--- config.mk ---
export PLATFORM = sky130hd
export DESIGN_NAME = jogador_automatico_flat
export DESIGN_NICKNAME = d
export VERILOG_FILES = /design/src/rtl/jogador_automatico_if.sv /design/src/rtl/jogador_automatico.sv /design/src/flat_wrapper.sv
export SDC_FILE = /design/constraint.sdc
export NUM_CORES = 1
export LEC_CHECK = 0
export CAP_MARGIN = 20
export CELL_PAD_IN_SITES_DETAIL_PLACEMENT = 1
export CELL_PAD_IN_SITES_GLOBAL_PLACEMENT = 2
export CORE_MARGIN = 2
export CORE_UTILIZATION = 28
export DETAILED_ROUTE_END_ITERATION = 6
export GPL_ROUTABILITY_DRIVEN = 0
export PLACE_DENSITY = 0.81
export SYNTH_ARGS = -nofsm -noshare
export SYNTH_HDL_FRONTEND = slang
export SYNTH_SLANG_ARGS = --single-unit
--- constraint.sdc ---
create_clock -name clock -period 2.72 [get_ports clock]
set_input_delay 0.408 -clock clock [delete_from_list [all_inputs] [get_ports clock]]
set_output_delay 0.408 -clock clock [all_outputs]
set_load 0.05 [all_outputs]
--- src/rtl/jogador_automatico_if.sv ---
// Player-side bundle between the auto-player and the memory game core.
interface jogador_automatico_if;
    logic       iniciar;
    logic       injeta_erro;
    logic [3:0] erro_rodada;
    logic       ganhou;
    logic       perdeu;
    logic       jogar;
    logic [3:0] botoes;
    logic       ativo;
    logic       fim;
    logic       ganhou_visto;
    logic       perdeu_visto;
    logic [3:0] db_rodada;
    logic [3:0] db_jogada;
    logic [3:0] db_estado;

    modport master (
        input  iniciar, injeta_erro, erro_rodada, ganhou, perdeu,
        output jogar, botoes, ativo, fim, ganhou_visto, perdeu_visto,
        output db_rodada, db_jogada, db_estado
    );

    modport slave (
        output iniciar, injeta_erro, erro_rodada, ganhou, perdeu,
        input  jogar, botoes, ativo, fim, ganhou_visto, perdeu_visto,
        input  db_rodada, db_jogada, db_estado
    );
endinterface

--- src/rtl/jogador_automatico.sv ---
// Auto-player for the memory game: pulses jogar, replays the sequence
// round by round and records whether the game reported win or loss.
module jogador_automatico #(
    parameter int START_CYCLES = 5,
    parameter int START_WAIT   = 10,
    parameter int PRESS_CYCLES = 10,
    parameter int GAP_CYCLES   = 10,
    parameter int NUM_ROUNDS   = 16
) (
    input  logic           clock,
    input  logic           reset,
    jogador_automatico_if.master bus
);

    typedef enum logic [3:0] {
        OCIOSO           = 4'h0,
        PULSO_JOGAR      = 4'h1,
        ESPERA_INICIO    = 4'h2,
        PRESSIONA        = 4'h3,
        SOLTA            = 4'h4,
        FIM_OK           = 4'hA,
        FIM_ERRO         = 4'hE,
        FIM_SEM_RESPOSTA = 4'hF
    } estado_t;

    localparam logic [7:0] START_LAST = 8'(START_CYCLES - 1);
    localparam logic [7:0] WAIT_LAST  = 8'(START_WAIT - 1);
    localparam logic [7:0] PRESS_LAST = 8'(PRESS_CYCLES - 1);
    localparam logic [7:0] GAP_LAST   = 8'(GAP_CYCLES - 1);
    localparam logic [3:0] LAST_ROUND = 4'(NUM_ROUNDS - 1);

    estado_t    estado_q, estado_d;
    logic [7:0] timer_q, timer_d;
    logic [3:0] rodada_q, rodada_d;
    logic [3:0] jogada_q, jogada_d;
    logic       ganhou_q, ganhou_d;
    logic       perdeu_q, perdeu_d;
    logic       err_en_q, err_en_d;
    logic [3:0] err_rod_q, err_rod_d;
    logic       monitora;
    logic [3:0] tecla;

    function automatic logic [3:0] rom(input logic [3:0] idx);
        logic [3:0] v;
        case (idx)
            4'd0:    v = 4'b0001;
            4'd1:    v = 4'b0010;
            4'd2:    v = 4'b0100;
            4'd3:    v = 4'b1000;
            4'd4:    v = 4'b0100;
            4'd5:    v = 4'b0010;
            4'd6:    v = 4'b0001;
            4'd7:    v = 4'b0001;
            4'd8:    v = 4'b0010;
            4'd9:    v = 4'b0010;
            4'd10:   v = 4'b0100;
            4'd11:   v = 4'b0100;
            4'd12:   v = 4'b1000;
            4'd13:   v = 4'b1000;
            4'd14:   v = 4'b0001;
            default: v = 4'b0100;
        endcase
        return v;
    endfunction

    always_ff @(posedge clock) begin
        if (!reset) begin
            estado_q  <= OCIOSO;
            timer_q   <= '0;
            rodada_q  <= '0;
            jogada_q  <= '0;
            ganhou_q  <= 1'b0;
            perdeu_q  <= 1'b0;
            err_en_q  <= 1'b0;
            err_rod_q <= '0;
        end else begin
            estado_q  <= estado_d;
            timer_q   <= timer_d;
            rodada_q  <= rodada_d;
            jogada_q  <= jogada_d;
            ganhou_q  <= ganhou_d;
            perdeu_q  <= perdeu_d;
            err_en_q  <= err_en_d;
            err_rod_q <= err_rod_d;
        end
    end

    assign monitora = (estado_q == ESPERA_INICIO) ||
                      (estado_q == PRESSIONA) ||
                      (estado_q == SOLTA);

    always_comb begin
        estado_d  = estado_q;
        timer_d   = timer_q + 8'd1;
        rodada_d  = rodada_q;
        jogada_d  = jogada_q;
        ganhou_d  = ganhou_q;
        perdeu_d  = perdeu_q;
        err_en_d  = err_en_q;
        err_rod_d = err_rod_q;
        unique case (estado_q)
            OCIOSO, FIM_OK, FIM_ERRO, FIM_SEM_RESPOSTA: begin
                timer_d = '0;
                if (bus.iniciar) begin
                    estado_d  = PULSO_JOGAR;
                    rodada_d  = '0;
                    jogada_d  = '0;
                    ganhou_d  = 1'b0;
                    perdeu_d  = 1'b0;
                    err_en_d  = bus.injeta_erro;
                    err_rod_d = bus.erro_rodada;
                end
            end
            PULSO_JOGAR: begin
                if (timer_q == START_LAST) begin
                    estado_d = ESPERA_INICIO;
                    timer_d  = '0;
                end
            end
            ESPERA_INICIO: begin
                if (timer_q == WAIT_LAST) begin
                    estado_d = PRESSIONA;
                    timer_d  = '0;
                end
            end
            PRESSIONA: begin
                if (timer_q == PRESS_LAST) begin
                    estado_d = SOLTA;
                    timer_d  = '0;
                end
            end
            SOLTA: begin
                if (timer_q == GAP_LAST) begin
                    timer_d = '0;
                    if (jogada_q < rodada_q) begin
                        jogada_d = jogada_q + 4'd1;
                        estado_d = PRESSIONA;
                    end else if (rodada_q < LAST_ROUND) begin
                        rodada_d = rodada_q + 4'd1;
                        jogada_d = '0;
                        estado_d = PRESSIONA;
                    end else begin
                        estado_d = FIM_SEM_RESPOSTA;
                    end
                end
            end
            default: begin
                estado_d = OCIOSO;
                timer_d  = '0;
            end
        endcase
        // A game response overrides any sequencing decision this cycle.
        if (monitora && bus.perdeu) begin
            estado_d = FIM_ERRO;
            perdeu_d = 1'b1;
            timer_d  = '0;
        end else if (monitora && bus.ganhou) begin
            estado_d = FIM_OK;
            ganhou_d = 1'b1;
            timer_d  = '0;
        end
    end

    always_comb begin
        tecla = rom(jogada_q);
        if (err_en_q && (rodada_q == err_rod_q) && (jogada_q == rodada_q))
            tecla = {tecla[2:0], tecla[3]};
    end

    always_comb begin
        bus.jogar        = 1'b0;
        bus.botoes       = 4'b0000;
        bus.ativo        = 1'b0;
        bus.fim          = 1'b0;
        bus.ganhou_visto = ganhou_q;
        bus.perdeu_visto = perdeu_q;
        bus.db_rodada    = rodada_q;
        bus.db_jogada    = jogada_q;
        bus.db_estado    = estado_q;
        unique case (estado_q)
            PULSO_JOGAR: begin
                bus.jogar = 1'b1;
                bus.ativo = 1'b1;
            end
            ESPERA_INICIO, SOLTA: begin
                bus.ativo = 1'b1;
            end
            PRESSIONA: begin
                bus.ativo  = 1'b1;
                bus.botoes = tecla;
            end
            FIM_OK, FIM_ERRO, FIM_SEM_RESPOSTA: begin
                bus.fim = 1'b1;
            end
            default: begin
                bus.jogar = 1'b0;
            end
        endcase
    end

endmodule
--- src/flat_wrapper.sv ---
// flat-port wrapper written by rule: the top's interface ports become plain ports
module jogador_automatico_flat 
#(
    parameter int START_CYCLES = 5,
    parameter int START_WAIT   = 10,
    parameter int PRESS_CYCLES = 10,
    parameter int GAP_CYCLES   = 10,
    parameter int NUM_ROUNDS   = 16
)
  (clock, reset, bus_iniciar, bus_injeta_erro, bus_erro_rodada, bus_ganhou, bus_perdeu, bus_jogar, bus_botoes, bus_ativo, bus_fim, bus_ganhou_visto, bus_perdeu_visto, bus_db_rodada, bus_db_jogada, bus_db_estado);
  jogador_automatico_if bus_i ();
  input  logic clock;
  input  logic reset;
  input wire logic [$bits(bus_i.iniciar)-1:0] bus_iniciar;
  input wire logic [$bits(bus_i.injeta_erro)-1:0] bus_injeta_erro;
  input wire logic [$bits(bus_i.erro_rodada)-1:0] bus_erro_rodada;
  input wire logic [$bits(bus_i.ganhou)-1:0] bus_ganhou;
  input wire logic [$bits(bus_i.perdeu)-1:0] bus_perdeu;
  output wire logic [$bits(bus_i.jogar)-1:0] bus_jogar;
  output wire logic [$bits(bus_i.botoes)-1:0] bus_botoes;
  output wire logic [$bits(bus_i.ativo)-1:0] bus_ativo;
  output wire logic [$bits(bus_i.fim)-1:0] bus_fim;
  output wire logic [$bits(bus_i.ganhou_visto)-1:0] bus_ganhou_visto;
  output wire logic [$bits(bus_i.perdeu_visto)-1:0] bus_perdeu_visto;
  output wire logic [$bits(bus_i.db_rodada)-1:0] bus_db_rodada;
  output wire logic [$bits(bus_i.db_jogada)-1:0] bus_db_jogada;
  output wire logic [$bits(bus_i.db_estado)-1:0] bus_db_estado;
  assign bus_i.iniciar = bus_iniciar;
  assign bus_i.injeta_erro = bus_injeta_erro;
  assign bus_i.erro_rodada = bus_erro_rodada;
  assign bus_i.ganhou = bus_ganhou;
  assign bus_i.perdeu = bus_perdeu;
  assign bus_jogar = bus_i.jogar;
  assign bus_botoes = bus_i.botoes;
  assign bus_ativo = bus_i.ativo;
  assign bus_fim = bus_i.fim;
  assign bus_ganhou_visto = bus_i.ganhou_visto;
  assign bus_perdeu_visto = bus_i.perdeu_visto;
  assign bus_db_rodada = bus_i.db_rodada;
  assign bus_db_jogada = bus_i.db_jogada;
  assign bus_db_estado = bus_i.db_estado;
  jogador_automatico #(.START_CYCLES(START_CYCLES), .START_WAIT(START_WAIT), .PRESS_CYCLES(PRESS_CYCLES), .GAP_CYCLES(GAP_CYCLES), .NUM_ROUNDS(NUM_ROUNDS)) u_core (.clock(clock), .reset(reset), .bus(bus_i));
endmodule
Word-level counts from Yosys, hierarchy flattened --
Memory sizes are Yosys's and may differ from the RTL's. A register that Yosys moved wholly into a read port is not among the register bits. Cells that the tools add are included. W data, S select, Z words.
Storage, ports and cells: bits in registers 27, output and inout bits 21, memories 1, input port bits 10, logic and storage cells 97, memory bits (read-only) 64
Cells by class: magnitude comparators 2, bitwise gates (word level) 1, $add $sub $neg 3, equality and inequality tests 24, mux-type cells 36, reductions and logical operators 21
Memory list:
- (name not given) | words 16, bits a word 4, rd ports 1, clocked after Yosys merged registers in 1, wr ports 0, line jogador_automatico.sv:45 | case (idx)
Operators by type and width (number):
- $mux W4 | 20
- $pmux W4 S5 | 1
- $mux W8 | 2
- $pmux W4 S2 | 2
- $pmux W8 S2 | 1
- $reduce_and A5 Y1 | 3
- $eq A4 B4 Y1 const B | 3
- $ne A2 B2 Y1 const B | 6
- $ne A4 B4 Y1 const B | 3
- $mux W1 | 10
- $reduce_or A3 Y1 | 3
- $add A4 B1 Y4 const B | 2
- $add A8 B1 Y8 const B | 1
- $eq A4 B2 Y1 const B | 2
- $eq A4 B4 Y1 | 2
- $eq A8 B3 Y1 const B | 1
- $eq A8 B4 Y1 const B | 1
- $reduce_or A4 Y1 | 2
- $reduce_bool A2 Y1 | 3
- $eq A4 B1 Y1 const B | 1
- $eq A4 B3 Y1 const B | 1
- $logic_and A1 B1 Y1 | 4
- $logic_not A4 Y1 | 1
- $lt A4 B4 Y1 | 1
- 9 further kinds | 11

Depth between registers and ports, before layout --
Gate-level depths: netlist (run 1).
word-level depth 7, mapped depth 12, mapped depth without buffers 11

Least setup slack after synthesis (run 1) --
No wires, ideal clock.
path kind reg-to-reg, start point register u_core.estado_q[1] (netlist: u_core.bus.db_estado[1]), end point register with a tool-made name, period minus slack after synthesis 3.339 ns, library setup time 0.120 ns, buffers on the path 1, cell stages (with the launch flop) 9, required time 2.600 ns, arrival 3.219 ns, path slack -0.619 ns, cells stage by stage dfxtp_1 nand2_1 nor2b_1 o21ai_2 or3b_1 buf_2 a22oi_1 nor3_1 o31a_1
RTL lines:
- start, declared | line jogador_automatico.sv:32 | estado_t estado_q, estado_d;
- start signal, assigned | line jogador_automatico.sv:77 | estado_q <= estado_d;

Worst setup path in the final report (run 1) --
start point register u_core.rodada_q[3] (netlist: u_core.bus.db_rodada[3]), end point output port bus_botoes[2]
On the way: longest elaborated chain between the ends 5, elaborated cells between the ends (all ways) 6, classes of those cells eq/ne (2); mux (2); reduce/logical (2)
RTL lines:
- start, declared | line jogador_automatico.sv:34 | logic [3:0] rodada_q, rodada_d;
- start signal, assigned | line jogador_automatico.sv:79 | rodada_q <= rodada_d;
- $eq A4 B4 Y1 | line jogador_automatico.sv:166 | if (err_en_q && (rodada_q == err_rod_q) && (jogada_q == rodada_q))
- $logic_and A1 B1 Y1 | line jogador_automatico.sv:166
- $logic_and A1 B1 Y1 * | line jogador_automatico.sv:166
- $mux W4 * | line jogador_automatico.sv:166
- $mux W4 * | line jogador_automatico.sv:180 | unique case (estado_q)
- end, declared | line flat_wrapper.sv:20 | output wire logic [$bits(bus_i.botoes)-1:0] bus_botoes;
Every way passes the cells marked *; elsewhere a longest branch is shown, timed or not.

==> impl_results.md, run 1 <==
* Maximum clock skew at final layout at 10.2 ps
* Slew headroom at 0.613
* Vias in the first global route at 1767
* Min-delay worst type: flop to flop
* Post-synthesis cell type with the largest combined area: dfxtp_1
* Half-perimeter wire length after placement at 3650 µm
* Most common cell after layout, fill and taps aside: clkdlybuf4s50_1
* Most used flip-flop cell after synthesis: dfxtp_1
* Peak ir drop on the vdd network at 424 µV
* DR vias at 1663
* Top area cells in the synthesized netlist: dfxtp_1, ha_1, mux2i_1
* Actual slew at the worst max-slew pin at 575 ps
* Multi-input gate area in the final layout at 1180 µm²
* Crit path kind: flop to output pin
* Internal power component at 0.00111 W
* Clock power share at 0.177
* Setup TNS after final layout at 0 ps
* Worst R2R Setup Slack at 120 ps
* Syn_nets at 235
* Final worst path period need at 2610 ps
* Number of synthesized flops with an enable pin at 0
* Placed instance area at 2350 µm²
* CORE AREA at 6310 µm²
* Finish-stage setup viols at 0
* Maximum clock insertion buffer count at 2
* DR iter-0 viols at 80
* Data required time at the worst endpoint at 2310 ps
* Number of endpoints with negative hold slack in the final report at 0
* NetSw at 0.000895 W
* I/O pin count at 31
* Antenna cells at 0
* First-pass iteration count of the detailed router at 4
* Register clock-pin slew on the reported worst setup and hold paths at 70 ps
* Worst-path fanout max at 6
* Switching portion of total power at 0.447
* Worst reg2reg startpoint: u_core.timer_q[5]
* Per-cell routed wire length at 15.1 µm
* Number of buffer and inverter instances along the worst setup path at 3
* Per-cell via count in the routed design at 4.98
* DRT antenna net count at 0
* Flip-flop and latch count after synthesis at 31
* Sinks on the clock net at 31
* Final instance area at 2450 µm²
* Hold Crit Endpoint: u_core.bus.perdeu_visto
* CTS tree: built
* CTS root buf: clkbuf_8
* Total grt overflow at 0
* Detailed-route DRC error count at 0
* Crit-path cells: inv_1, ha_1, and4_1, nand4_1, nor3_1, buf_4, mux2i_2, nor2_4, buf_12
* Share of cells above drive strength 1 at 0.218
* Hold buffer count at cts at 0
* Num CTS Buffers at 5
* Fill cell instance count of the final layout at 754
* Logic pwr share at 0.506
* Die height at 84.5 µm
* Gate family responsible for the most delay along the worst path: simple AND/OR/NAND/NOR gates
* Netlist area before placement at 1810 µm²
* Final cell count without fillers at 334
* Hold depth at 2
* WL final at 5050 µm
* Number of levels in the clock H-tree at 2
* Worst EP arrival at 2200 ps
* Antenna violations before repair at 0
* Area used by sequential logic in the layout at 638 µm²
* Launch point of the worst hold path: u_core.bus.perdeu_visto
* Maximum achievable frequency at 0.384 GHz
* Pins Over Slew Limit at 0
* Flop pwr share at 0.318
* Commonest cells after routing, fill and taps aside: clkdlybuf4s50_1, nor2_1, dfxtp_1
* Critical Path Slowest Stage Cell: dfxtp_2
* Number of I/O port buffers at 30
* P&R area growth vs syn at 35.4%
* Slowest Stage Delay on Critical Path at 390 ps
* Power per unit of standard cell area at 816 nW/µm²
* Max-cap check violation count at 0
* Overall die area at 7130 µm²
* Later-pin clock latency in the skew report at 290 ps
* Number of warnings issued by yosys at 0
* Fraction of the cycle the final worst path needs at 0.959
* Number of placed cells counting well taps at 326
* Static leakage at 0.944 nW
* Synth top area share at 0.342
* Setup repair after global routing missed its margin: yes
* Cell Rows at 29
* Number of nets in the layout at 276
* Die Span X at 84.5 µm
* Critical path endpoint category: output pin
* Syn Area/Cell at 8.39 µm²
* Startpoint type of the worst setup path: flop
* Gate count after technology mapping at 216
* Number of cells traversed by the worst register-to-register path at 9
* Outcome: complete, no violations
* Ys async rst share at 0
* Initial core utilization at 0.287
* First-pass GRT wire length at 8410 µm
* Pin count of the biggest net entering global routing at 16
* GR Util All Layers at 0.149
* Portion of the post-synthesis area used by sequential elements at 0.342
* Number of distinct library cell variants in the gate-level netlist after synthesis at 45
[how the worst max path moves through the flow]
stage | from | end | slack (ps) | depth (start not counted)
global route | u_core.bus.db_rodada[3] | bus_botoes[2] | -30 | 9
CTS | u_core.timer_q[5] | flop | 40 | 9
global placement | u_core.timer_q[4] | flop | 70 | 9
detailed placement | u_core.timer_q[5] | flop | 3 | 9
floorplan | u_core.bus.db_estado[0] | flop | 20 | 9
finish | u_core.bus.db_rodada[3] | bus_botoes[2] | 110 | 9
[cells in the mapped netlist, types with 2 or more instances]
library cell / count
a21boi_0: 2
a21oi_1: 7
a22oi_1: 2
a31oi_1: 2
a32oi_1: 2
and3_1: 2
and4_1: 2
clkbuf_1: 6
dfxtp_1: 31
ha_1: 9
inv_1: 10
mux2_2: 2
mux2i_1: 10
nand2_1: 17
nand2b_1: 6
nand3_1: 7
nor2_1: 26
nor2b_1: 11
nor3_1: 6
nor3b_1: 3
o21ai_0: 13
o221a_2: 2
o31ai_1: 3
or2_2: 2
or3_1: 2
xnor2_1: 5
xor2_1: 8
[metrics by stage]
stage          total power, W  utilization  hold slack [ps]  setup slack [ps]
2_1_floorplan         0.00135            -              464              16.2
3_3_place_gp          0.00161        0.372              492              67.2
3_5_place_dp          0.00163        0.372              503              2.86
4_1_cts               0.00199        0.385              514              35.9
5_1_grt               0.00214        0.389              532             -33.2
6_report              0.00200        0.389              508               113
[power groups by stage]
stage                     clock network (W)  registers (W)  logic, W
final                              0.000354       0.000637   0.00101
after global routing               0.000382       0.000651   0.00110
after CTS                          0.000360       0.000635  0.000993
after detailed placement                  0       0.000645  0.000983
after global placement                    0       0.000645  0.000969
after floorplan                           0       0.000706  0.000642
[metal layers]
layer,track usage,vias to the layer above,wire length (µm),share of wire
li1,-,832,-,-
met1,0.184,797,2330,0.46
met2,0.245,28,2420,0.48
met3,0.0452,6,203,0.040
met4,0.0548,0,86,0.017
met5,0,-,0,0
[worst min-delay path, cell delays in order (launching register included)]
cell	delay (ps)
dfxtp_1	330
nand2_1	60
a21boi_0	70
[cells by family (layout without fill, tap and decap cells)]
kind of cell,Yosys count,count (layout),share of synthesized area
fa+ha+maj,9,9,0.0621
buf+inv,18,59,0.0421
compound gates,42,42,0.166
simple gates,91,91,0.257
xor+xnor,13,13,0.0628
mux,12,12,0.0676
flops,31,31,0.342
[area by class of cell]
cell class | instances | area share
well taps | 77 | 0.0392
repair buffers | 42 | 0.174
flip-flops and latches | 31 | 0.260
clock buffers | 7 | 0.0311
multi-input cells | 167 | 0.480
inverters | 10 | 0.0153
[what timing repair did]
action | 4_1_cts | 5_1_grt
gates resized for setup | 0 | 8
endpoints found under the hold margin | 0 | 0
setup buffers | 1 | 0
setup endpoints to repair | 1 | 9
Power figures use the tool's default switching activity.
==> run 2: changes to the inputs <==
--- a/config.mk
+++ b/config.mk
@@ -12,7 +12,7 @@
 export CORE_UTILIZATION = 28
 export DETAILED_ROUTE_END_ITERATION = 6
 export GPL_ROUTABILITY_DRIVEN = 0
-export PLACE_DENSITY = 0.81
+export PLACE_DENSITY_LB_ADDON = 0.1
 export SYNTH_ARGS = -nofsm -noshare
 export SYNTH_HDL_FRONTEND = slang
 export SYNTH_SLANG_ARGS = --single-unit
==> run 2 against run 1 <==
Die area unchanged. Core utilization is 1.2 points higher. Sequential cell count stayed put. Via count increased by 1.1%. Sequential power barely moved. Worst setup slack lost 32 ps. Global-route usage rose by 0.052 points. First-iteration DRC count fell by 46%. Routed wire length shrank 1.2%. Clock power increased by 37%. Fmax down 1.2%. Critical path depth stayed put. Critical path type is now flop to flop. Highest routed layer unchanged.
==> impl_results.md, run 2 (synthesis results as in run 1) <==
* Number of endpoints with negative hold slack in the final report at 0
* Crit path kind: flop to flop
* CTS tree: built
* First-pass GRT wire length at 8510 µm
* Critical path endpoint category: flop
* Total grt overflow at 0
* Maximum clock insertion buffer count at 2
* Number of cells traversed by the worst register-to-register path at 9
* Later-pin clock latency in the skew report at 290 ps
* Register clock-pin slew on the reported worst setup and hold paths at 70 ps
* Switching portion of total power at 0.417
* Die height at 84.5 µm
* Num CTS Buffers at 5
* Fraction of the cycle the final worst path needs at 0.971
* Commonest cells after routing, fill and taps aside: clkdlybuf4s50_1, nor2_1, dfxtp_1
* Cell Rows at 29
* Startpoint type of the worst setup path: flop
* Critical Path Start: u_core.timer_q[4]
* Maximum achievable frequency at 0.379 GHz
* Static leakage at 0.988 nW
* Number of I/O port buffers at 30
* Die Span X at 84.5 µm
* Number of placed cells counting well taps at 329
* Setup repair after global routing missed its margin: yes
* Area used by sequential logic in the layout at 637 µm²
* First-pass iteration count of the detailed router at 4
* Worst-path fanout max at 5
* Per-cell routed wire length at 14.7 µm
* Sinks on the clock net at 31
* Most common cell after layout, fill and taps aside: clkdlybuf4s50_1
* CORE AREA at 6310 µm²
* Share of cells above drive strength 1 at 0.236
* CTS root buf: clkbuf_8
* Min-delay worst type: flop to flop
* Hold buffer count at cts at 0
* Flop pwr share at 0.295
* DRT antenna net count at 0
* Logic pwr share at 0.480
* Number of nets in the layout at 281
* Initial core utilization at 0.287
* Fill cell instance count of the final layout at 770
* Half-perimeter wire length after placement at 3740 µm
* Per-cell via count in the routed design at 4.94
* Setup TNS after final layout at 0 ps
* Final cell count without fillers at 340
* Peak ir drop on the vdd network at 388 µV
* Pins Over Slew Limit at 0
* WL final at 4990 µm
* Slew headroom at 0.424
* P&R area growth vs syn at 39.7%
* Outcome: complete, no violations
* GR Util All Layers at 0.150
* Vias in the first global route at 1646
* Worst reg2reg startpoint: u_core.timer_q[4]
* Worst R2R Setup Slack at 80 ps
* Multi-input gate area in the final layout at 1180 µm²
* Worst EP arrival at 2810 ps
* Data required time at the worst endpoint at 2890 ps
* Clock power share at 0.225
* Power after layout at 0.00215 W
* Overall die area at 7130 µm²
* I/O pin count at 31
* Antenna violations before repair at 0
* Worst hold slack across all endpoints at 471 ps
* DR iter-0 viols at 43
* Internal power component at 0.00126 W
* Maximum clock skew at final layout at 9.40 ps
* Actual slew at the worst max-slew pin at 858 ps
* Antenna cells at 0
* Number of levels in the clock H-tree at 2
* NetSw at 0.000897 W
* Finish-stage setup viols at 0
* Detailed-route DRC error count at 0
* Power per unit of standard cell area at 850 nW/µm²
* Final worst path period need at 2640 ps
* DR vias at 1681
* Max-cap check violation count at 0
* Pin count of the biggest net entering global routing at 16
==> run 2: critical path, cell delays in order (launching register included) <==
cell and delay [ps]:
dfxtp_1 330, or4_4 540, o311ai_4 270, o21ai_2 100, or3b_4 440, buf_4 150
a22oi_2 200, buf_4 160, nor3_1 50, o31a_1 270
==> run 2: how the worst min path moves through the flow <==
stage | start | end | slack (ps) | cells after the start
after CTS | u_core.bus.perdeu_visto | u_core.bus.perdeu_visto | 480 | 2
after global placement | u_core.bus.perdeu_visto | u_core.bus.perdeu_visto | 460 | 2
after global routing | u_core.bus.perdeu_visto | u_core.bus.perdeu_visto | 490 | 2
final | u_core.bus.perdeu_visto | u_core.bus.perdeu_visto | 470 | 2
after floorplan | u_core.timer_q[0] | u_core.timer_q[0] | 460 | 1
after detailed placement | u_core.bus.perdeu_visto | u_core.bus.perdeu_visto | 470 | 2
==> run 2: power groups by stage <==
stage	Combinational (W)	Sequential, W	Clock (W)
after detailed placement	0.00103	0.000647	0
final	0.00103	0.000636	0.000484
after floorplan	0.000642	0.000706	0
after CTS	0.00103	0.000637	0.000501
after global placement	0.00102	0.000649	0
after global routing	0.00115	0.000657	0.000521
==> run 2: metrics by stage <==
step	utilization	setup slack, ps	area, µm²
6_report	0.401	80.2	2530
4_1_cts	0.396	3.26	2500
5_1_grt	0.401	-51.7	2530
2_1_floorplan	-	16.2	1870
3_3_place_gp	0.376	77.1	2370
3_5_place_dp	0.376	6.12	2370
==> run 2: per-layer routing <==
layer,global-route usage,up-vias,share of wire
li1,-,847,-
met1,0.204,803,0.50
met2,0.235,25,0.46
met3,0.0315,6,0.031
met4,0.0519,0,0.013
met5,0,-,0
==> run 2: area by class of cell <==
cell class | count | share of cell area
Inverter | 10 | 0.0148
Tap cell | 77 | 0.0380
Sequential cell | 31 | 0.251
Timing Repair Buffer | 47 | 0.184
Clock buffer | 6 | 0.0326
Clock inverter | 2 | 0.0138
Multi-Input combinational cell | 167 | 0.465
==> run 2: what timing repair did <==
item | CTS | global route
resized for setup | 0 | 7
pin swaps | 1 | 1
setup buffers | 1 | 2
endpoints found under the setup margin | 1 | 8
